--- src/rtl/saturate_clamp.sv ---
// Clamps a wide value into a narrower signed or unsigned range, with an optional
// one-cycle output register and a sticky saturation-event counter.
module saturate_clamp #(
    parameter int unsigned IN_W    = 10,
    parameter int unsigned OUT_W   = 8,
    parameter int unsigned SIGNED  = 0,
    parameter int unsigned REG_OUT = 0,
    parameter int unsigned CNT_W   = 16
) (
    input  logic             clk,
    input  logic             rst_n,
    input  logic             in_valid,
    input  logic [IN_W-1:0]  din,
    output logic [OUT_W-1:0] dout,
    output logic             out_valid,
    output logic             sat_hi,
    output logic             sat_lo,
    input  logic             cnt_clr,
    output logic [CNT_W-1:0] sat_cnt
);

    localparam int unsigned PAD_U = IN_W - OUT_W;
    localparam int unsigned PAD_S = IN_W - OUT_W + 1;

    // Range limits expressed at the full input width so no bits are lost before comparing.
    localparam logic [IN_W-1:0] UMAX = {{PAD_U{1'b0}}, {OUT_W{1'b1}}};
    localparam logic [IN_W-1:0] SMAX = {{PAD_S{1'b0}}, {(OUT_W-1){1'b1}}};
    localparam logic [IN_W-1:0] SMIN = {{PAD_S{1'b1}}, {(OUT_W-1){1'b0}}};

    logic [OUT_W-1:0] dout_c;
    logic             sat_hi_c;
    logic             sat_lo_c;
    logic [CNT_W-1:0] sat_cnt_q;
    logic [CNT_W-1:0] sat_cnt_d;

    always_comb begin
        dout_c   = din[OUT_W-1:0];
        sat_hi_c = 1'b0;
        sat_lo_c = 1'b0;
        if (SIGNED != 0) begin
            if ($signed(din) > $signed(SMAX)) begin
                dout_c   = SMAX[OUT_W-1:0];
                sat_hi_c = 1'b1;
            end else if ($signed(din) < $signed(SMIN)) begin
                dout_c   = SMIN[OUT_W-1:0];
                sat_lo_c = 1'b1;
            end
        end else if (din > UMAX) begin
            dout_c   = UMAX[OUT_W-1:0];
            sat_hi_c = 1'b1;
        end
    end

    if (REG_OUT != 0) begin : g_reg
        logic [OUT_W-1:0] dout_q;
        logic             out_valid_q;
        logic             sat_hi_q;
        logic             sat_lo_q;

        // Free-running output stage; out_valid marks which samples matter.
        always_ff @(posedge clk or negedge rst_n) begin
            if (!rst_n) begin
                dout_q      <= '0;
                out_valid_q <= 1'b0;
                sat_hi_q    <= 1'b0;
                sat_lo_q    <= 1'b0;
            end else begin
                dout_q      <= dout_c;
                out_valid_q <= in_valid;
                sat_hi_q    <= sat_hi_c;
                sat_lo_q    <= sat_lo_c;
            end
        end

        assign dout      = dout_q;
        assign out_valid = out_valid_q;
        assign sat_hi    = sat_hi_q;
        assign sat_lo    = sat_lo_q;
    end else begin : g_comb
        assign dout      = dout_c;
        assign out_valid = in_valid;
        assign sat_hi    = sat_hi_c;
        assign sat_lo    = sat_lo_c;
    end

    // Clear wins over increment; the count sticks at all-ones.
    always_comb begin
        sat_cnt_d = sat_cnt_q;
        if (cnt_clr) begin
            sat_cnt_d = '0;
        end else if (in_valid && (sat_hi_c || sat_lo_c) && (sat_cnt_q != '1)) begin
            sat_cnt_d = sat_cnt_q + CNT_W'(1);
        end
    end

    always_ff @(posedge clk or negedge rst_n) begin
        if (!rst_n) begin
            sat_cnt_q <= '0;
        end else begin
            sat_cnt_q <= sat_cnt_d;
        end
    end

    assign sat_cnt = sat_cnt_q;

endmodule

--- config.mk ---
export PLATFORM = sky130hd
export DESIGN_NAME = saturate_clamp
export DESIGN_NICKNAME = d
export VERILOG_FILES = /design/src/rtl/saturate_clamp.sv
export SDC_FILE = /design/constraint.sdc
export NUM_CORES = 1
export LEC_CHECK = 0
export CORE_MARGIN = 5
export CORE_UTILIZATION = 41
export CTS_BUF_LIST = sky130_fd_sc_hd__clkbuf_4
export DETAILED_ROUTE_END_ITERATION = 16
export MAX_ROUTING_LAYER = met4
export PLACE_DENSITY = 0.8
export SYNTH_ARGS = -nofsm -noshare
export SYNTH_HDL_FRONTEND = slang
export SYNTH_SLANG_ARGS = --single-unit
export TNS_END_PERCENT = 5
--- constraint.sdc ---
create_clock -name clk -period 1.5 [get_ports clk]
set_input_delay 0.3 -clock clk [delete_from_list [all_inputs] [get_ports clk]]
set_output_delay 0.3 -clock clk [all_outputs]
set_load 0.005 [all_outputs]
==> flow_summary.json, run 1 <==
{
  "fin_nets": 195,
  "globalRouteTotalUtil": 0.194,
  "hold_viol": 0,
  "final.min_clock_period_ns": 1.64,
  "cp.arrival_ns": 1.34,
  "yosys.cell_types.count": 39,
  "synth.net_count": 130,
  "min_path_type": "in -> async",
  "r2r_setup_slack_ns": -0.07,
  "cts_root_buffer": "clkbuf_4",
  "pwr_density_cell_mw_per_mm2": 477,
  "pwr-share-clk": 0.296,
  "synthTopCellsByCount": "dfrtp_1 (16), a21oi_1 (9), nor2_1 (8)",
  "top_level_ports": 41,
  "synthMostInstantiatedCell": "dfrtp_1",
  "crit_path_end": "sat_hi",
  "drive_gt1_frac": 0.436,
  "final_util": 0.702,
  "cap_violations": 0,
  "worstSetupEndpointType": "output pin",
  "die_w_um": 61.6,
  "grt_max_degree": 17,
  "setup_violations": 15,
  "synth_seq_cells": 16,
  "yosysWarnings": 0,
  "netlist_instances": 115,
  "status": "complete, but fails checks",
  "drc": 0,
  "cts_tree": "yes",
  "cts_sinks": 16,
  "antenna_left": 0,
  "violations": "negative setup slack",
  "routed_wirelength_mm": 3.23,
  "combinationalPowerShare": 0.178,
  "via_count": 1147,
  "synth.yosys.seq_area_share": 0.367,
  "total_power_mw": 0.837,
  "synthToLayoutAreaGrowth_pct": 61.1,
  "synth.largest_area_cell": "dfrtp_1",
  "grt_overflow_total": 0,
  "rows": 18,
  "p_switching_mw": 0.220,
  "synthesis.area_mm2": 0.00109,
  "path_class": "in -> out",
  "drt-initial-drc-count": 54,
  "p_int_mw": 0.617,
  "yosysTopAreaCellShare": 0.367,
  "crit_path_start_kind": "input port",
  "initial_core_util": 0.436,
  "drv_slew": 0,
  "clock_latency_ns": 0.30,
  "clock.fmax_ghz": 0.611,
  "die_area_mm2": 0.00379,
  "vias_per_cell": 5.49,
  "r2r_start": "sat_cnt[1]$_DFFE_PN0P_",
  "grt_pass1_wl_mm": 5.31,
  "cts_buffer_depth": 2,
  "dp_hpwl_mm": 2.55,
  "r2r_end": "sat_cnt[10]$_DFFE_PN0P_",
  "ys_async_sr_fraction": 1.00,
  "crit_required_ns": 1.20,
  "gp_congestion": 0.833,
  "clk_pin_slew_worst_paths_ns": 0.10,
  "post_drt_wl_per_cell_um": 15.5,
  "grt_antenna_before_repair": 0,
  "p_leak_nw": 0.848,
  "grt_pass1_vias": 1169,
  "h-tree-depth": 1,
  "final.setup_skew_ns": 0.00375,
  "fin_crit_sh": 1.09,
  "reg2reg_depth": 5,
  "largest_reg_flops": 16,
  "core_mm2": 0.00250,
  "power.share.sequential": 0.526,
  "ir_worst_vdd_uv": 489,
  "hold_buffers": 0,
  "drtPass1Iterations": 4,
  "synth_ff_type": "dfrtp_1",
  "die_height_um": 61.6,
  "postLayoutSetupSlackWorst_ns": -0.136,
  "numCtsBuffers": 3,
  "crit_start": "din[9]",
  "numPortBuffers": 39,
  "post-place-ws_ns": -0.651,
  "rsz0062_at_grt": "true",
  "path_max_fanout": 10,
  "diodes": 0,
  "synth_edf_count": 0,
  "synth.avg_cell_area_um2": 9.48,
  "switching_share": 0.263,
  "ys_top_cells_by_area": "dfrtp_1 (37%), mux2_1 (5.2%), a21oi_1 (4.1%), or3_2 (4.1%), and4_1 (3.2%)"
}
-- layout by cell type (no fill, tap or decap), drive strengths merged --
master	n
mux2	5
clkdlybuf4s50	12
or3	11
mux2i	1
nand3	6
nor2b	5
nand2b	3
o31ai	4
o21ai	1
nor2	8
clkbuf	9
a31oi	1
nor3	5
clkdlybuf4s15	2
buf	30
a311o	1
nand2	5
and4	4
conb	1
a21oi	10
a211oi	2
and3	1
dlymetal6s2s	2
dlygate4sd2	15
o21bai	2
or4	2
nand4	5
clkinv	1
nor3b	2
dfrtp	16
o21a	1
and2	1
ha	1
inv	1
nor4	1
or2	1
a41oi	1
-- worst min path at each step --
stage	startpoint	to	slack, ns
6_report	rst_n	sat_cnt[13]$_DFFE_PN0P_	0.32
5_1_grt	rst_n	sat_cnt[0]$_DFFE_PN0P_	0.34
4_1_cts	rst_n	sat_cnt[13]$_DFFE_PN0P_	0.33
3_5_place_dp	rst_n	sat_cnt[13]$_DFFE_PN0P_	0.65
3_3_place_gp	rst_n	sat_cnt[13]$_DFFE_PN0P_	0.64
2_1_floorplan	rst_n	sat_cnt[0]$_DFFE_PN0P_	0.004
-- layer usage --
layer	share of wire	GRT usage	up-vias
met5	0	-	-
met4	0.0068	0.0273	0
met3	0.034	0.0377	3
met2	0.53	0.351	18
met1	0.42	0.224	567
li1	-	-	559
-- area by class of cell --
class	instances	area, um2
well taps	30	37.5
repair buffers	67	561
clock buffers	3	22.5
fillers	216	744
flip-flops and latches	16	404
inverters	1	3.75
multi-input cells	91	723
clock inverters	1	3.75
-- power groups by stage --
stage	logic (mW)	registers, mW	clock network [mW]
floorplan	0.0485	0.450	0
global placement	0.151	0.447	0
detailed placement	0.156	0.447	0
CTS	0.148	0.439	0.254
global route	0.163	0.442	0.271
finish	0.149	0.441	0.248
-- critical path: stages --
cell and delay, ns:
clkdlybuf4s15_2 0.24, or2_2 0.33, clkdlybuf4s50_1 0.46
-- what timing repair did --
action,CTS,global route
hold endpoints to repair,0,0
setup buffers,0,0
setup endpoints to repair,41,24
gates resized for setup,54,22
pin swaps,1,7
-- metrics by stage --
step                      instances  instance area (um2)  hold slack, ns  TNS [ns]
after floorplan                 115                 1100         0.00441    -0.849
after global placement          205                 1680           0.642    -11.27
after detailed placement        205                 1680           0.651    -12.83
after CTS                       209                 1720           0.328     -1.61
after global routing            209                 1760           0.339     -1.69
final                           209                 1760           0.318    -0.620
-- logic make-up (layout without fill, tap and decap cells) --
group	count (synthesis)	in the layout	share of synthesized area
AOI/OAI and AO/OA	23	23	0.148
and+or+nand+nor	60	60	0.361
buffers and inverters	8	72	0.0482
other	1	1	0.00344
DFF	16	16	0.367
muxes	6	6	0.0608
adders and majority gates	1	1	0.0115
Note: power is estimated with default switching activity, not from simulation.
==> run 2: changes to the inputs <==
--- a/config.mk
+++ b/config.mk
@@ -6,11 +6,11 @@
 export NUM_CORES = 1
 export LEC_CHECK = 0
 export CORE_MARGIN = 5
-export CORE_UTILIZATION = 41
+export CORE_UTILIZATION = 30
 export CTS_BUF_LIST = sky130_fd_sc_hd__clkbuf_4
 export DETAILED_ROUTE_END_ITERATION = 16
 export MAX_ROUTING_LAYER = met4
-export PLACE_DENSITY = 0.8
+export PLACE_DENSITY = 0.62
 export SYNTH_ARGS = -nofsm -noshare
 export SYNTH_HDL_FRONTEND = slang
 export SYNTH_SLANG_ARGS = --single-unit
==> run 2 against run 1 <==
Against the previous run: the run still ends with negative setup slack left; clock power shrank 3%; final cell count is 9.1% higher; global-route usage is 5.8 points lower; combinational power is 5% lower; total power down 1.9%; sequential share of layout area down 0.57 points; critical path depth grew 2; first-iteration DRC count is 15% higher; flip-flop and latch count stayed put.
==> flow_summary.json, run 2 (synthesis results as in run 1) <==
{
  "die_w_um": 70.3,
  "grt_pass1_vias": 1132,
  "drt-initial-drc-count": 62,
  "antenna_left": 0,
  "diodes": 0,
  "fin_nets": 198,
  "cap_violations": 0,
  "numPortBuffers": 39,
  "final.setup_skew_ns": 0.0104,
  "cts_tree": "yes",
  "cp.arrival_ns": 1.80,
  "synthToLayoutAreaGrowth_pct": 64.6,
  "min_path_type": "in -> async",
  "initial_core_util": 0.319,
  "drtPass1Iterations": 4,
  "cts_buffer_depth": 2,
  "grt_antenna_before_repair": 0,
  "largest_reg_flops": 16,
  "globalRouteTotalUtil": 0.136,
  "final_cell_mix": "buf_4 (25), dlygate4sd2_1 (16), dfrtp_1 (14)",
  "p_leak_nw": 0.872,
  "pwr_density_cell_mw_per_mm2": 458,
  "final.setup.tns_ns": -0.400,
  "worst-path-buf-inv": 0,
  "placed_cells": 224,
  "fin_crit_sh": 1.05,
  "drive_gt1_frac": 0.407,
  "reg2reg_depth": 5,
  "r2r_start": "sat_cnt[0]$_DFFE_PN0P_",
  "hold_viol": 0,
  "die_area_mm2": 0.00494,
  "crit_family": "simple AND/OR/NAND/NOR gates",
  "postLayoutSetupSlackWorst_ns": -0.0678,
  "total_power_mw": 0.822,
  "grt_pass1_wl_mm": 5.48,
  "layout_commonest_cell": "buf_4",
  "routed_wirelength_mm": 3.38,
  "top_level_ports": 41,
  "crit_required_ns": 1.73,
  "via_count": 1155,
  "drv_slew": 0,
  "h-tree-depth": 1,
  "ir_worst_vdd_uv": 414,
  "hold-worst-slack_ns": 0.316,
  "rows": 21,
  "hold_buffers": 0,
  "grt_max_degree": 17,
  "grt_overflow_total": 0,
  "crit_path_cell_trace": "ha_2 > and3_4 > nand4_4 > or4_1 > a21oi_1",
  "r2r_setup_slack_ns": -0.07,
  "rsz0062_at_grt": "true",
  "cpPeakStageDelay_ns": 0.42,
  "final_cells": 228,
  "gp_congestion": 0.821,
  "violations": "negative setup slack",
  "vias_per_cell": 5.07,
  "setup_violations": 9,
  "die_height_um": 70.3,
  "path_class": "reg -> reg",
  "final_util": 0.525,
  "numCtsBuffers": 3,
  "r2r_end": "sat_cnt[10]$_DFFE_PN0P_",
  "drc": 0,
  "clock_latency_ns": 0.29,
  "path_max_fanout": 7,
  "status": "complete, but fails checks",
  "fillers": 332,
  "cts_root_buffer": "clkbuf_4",
  "clock.fmax_ghz": 0.638,
  "cts_sinks": 16,
  "final.min_clock_period_ns": 1.57,
  "worstSetupEndpointType": "register",
  "cpMaxStageDelayCell": "or4_1",
  "clk_pin_slew_worst_paths_ns": 0.10,
  "dp_hpwl_mm": 2.63,
  "core_mm2": 0.00342,
  "post_drt_wl_per_cell_um": 14.8,
  "postCtsSetupRepairBufs": 0,
  "crit_path_start_kind": "register"
}
## run 2: changes by cell type in the layout (fill, tap and decap cells not counted), moves of 2 or more
cell | previous run | this run
a21oi_1 | 4 | 8
a21oi_2 | 6 | 2
buf_2 | 2 | 6
buf_6 | 3 | 6
clkbuf_2 | 6 | 3
clkdlybuf4s50_1 | 12 | 9
dlymetal6s2s_1 | 2 | 4
mux2_1 | 3 | 5
mux2_4 | 2 | 0
## run 2: timing repair
| item | CTS | global route |
|---|---|---|
| gates resized for setup | 59 | 23 |
| pin swaps | 3 | 3 |
| setup endpoints to repair | 39 | 23 |
## run 2: how the worst max path moves through the flow
stage                                       from                       to  slack, ns  cells past startpoint
after global placement                    din[9]                  dout[6]      -0.57                      3
after floorplan           sat_cnt[5]$_DFFE_PN0P_   sat_cnt[4]$_DFFE_PN0P_      -0.17                      6
after detailed placement                  din[9]                  dout[2]      -0.61                      3
final                     sat_cnt[0]$_DFFE_PN0P_  sat_cnt[10]$_DFFE_PN0P_      -0.07                      5
after global routing      sat_cnt[1]$_DFFE_PN0P_  sat_cnt[10]$_DFFE_PN0P_      -0.17                      5
after CTS                                 din[8]                   sat_hi      -0.16                      3
## run 2: layout make-up
type,count,area (um2),share of cell area
multi-input cells,91,712,0.397
repair buffers,70,592,0.330
flip-flops and latches,16,403,0.225
well taps,46,57.6,0.0321
clock buffers,3,22.5,0.0126
clock inverters,1,3.75,0.00209
inverters,1,3.75,0.00209
## run 2: stage by stage
stage	area (um2)	setup WS [ns]
final	1790	-0.0678
after global routing	1790	-0.167
after CTS	1730	-0.161
after detailed placement	1720	-0.606
after global placement	1720	-0.567
after floorplan	1100	-0.171
## run 2: routing by layer
metal	global-route usage	wire, um	up-vias	share of wire
met2	0.230	1750	29	0.52
li1	-	-	568	-
met3	0.0402	148	2	0.044
met1	0.166	1470	556	0.44
met5	-	0	-	0
met4	0.0149	6	0	0.0018
## run 2: power breakdown
group / switching (mW) / internal (mW) / total [mW] / leakage [nW]
clock network: 0.144 / 0.0968 / 0.241 / 0.0154
registers: 0.00282 / 0.436 / 0.438 / 0.219
logic: 0.0644 / 0.0777 / 0.142 / 0.637
total: 0.211 / 0.610 / 0.822 / 0.872
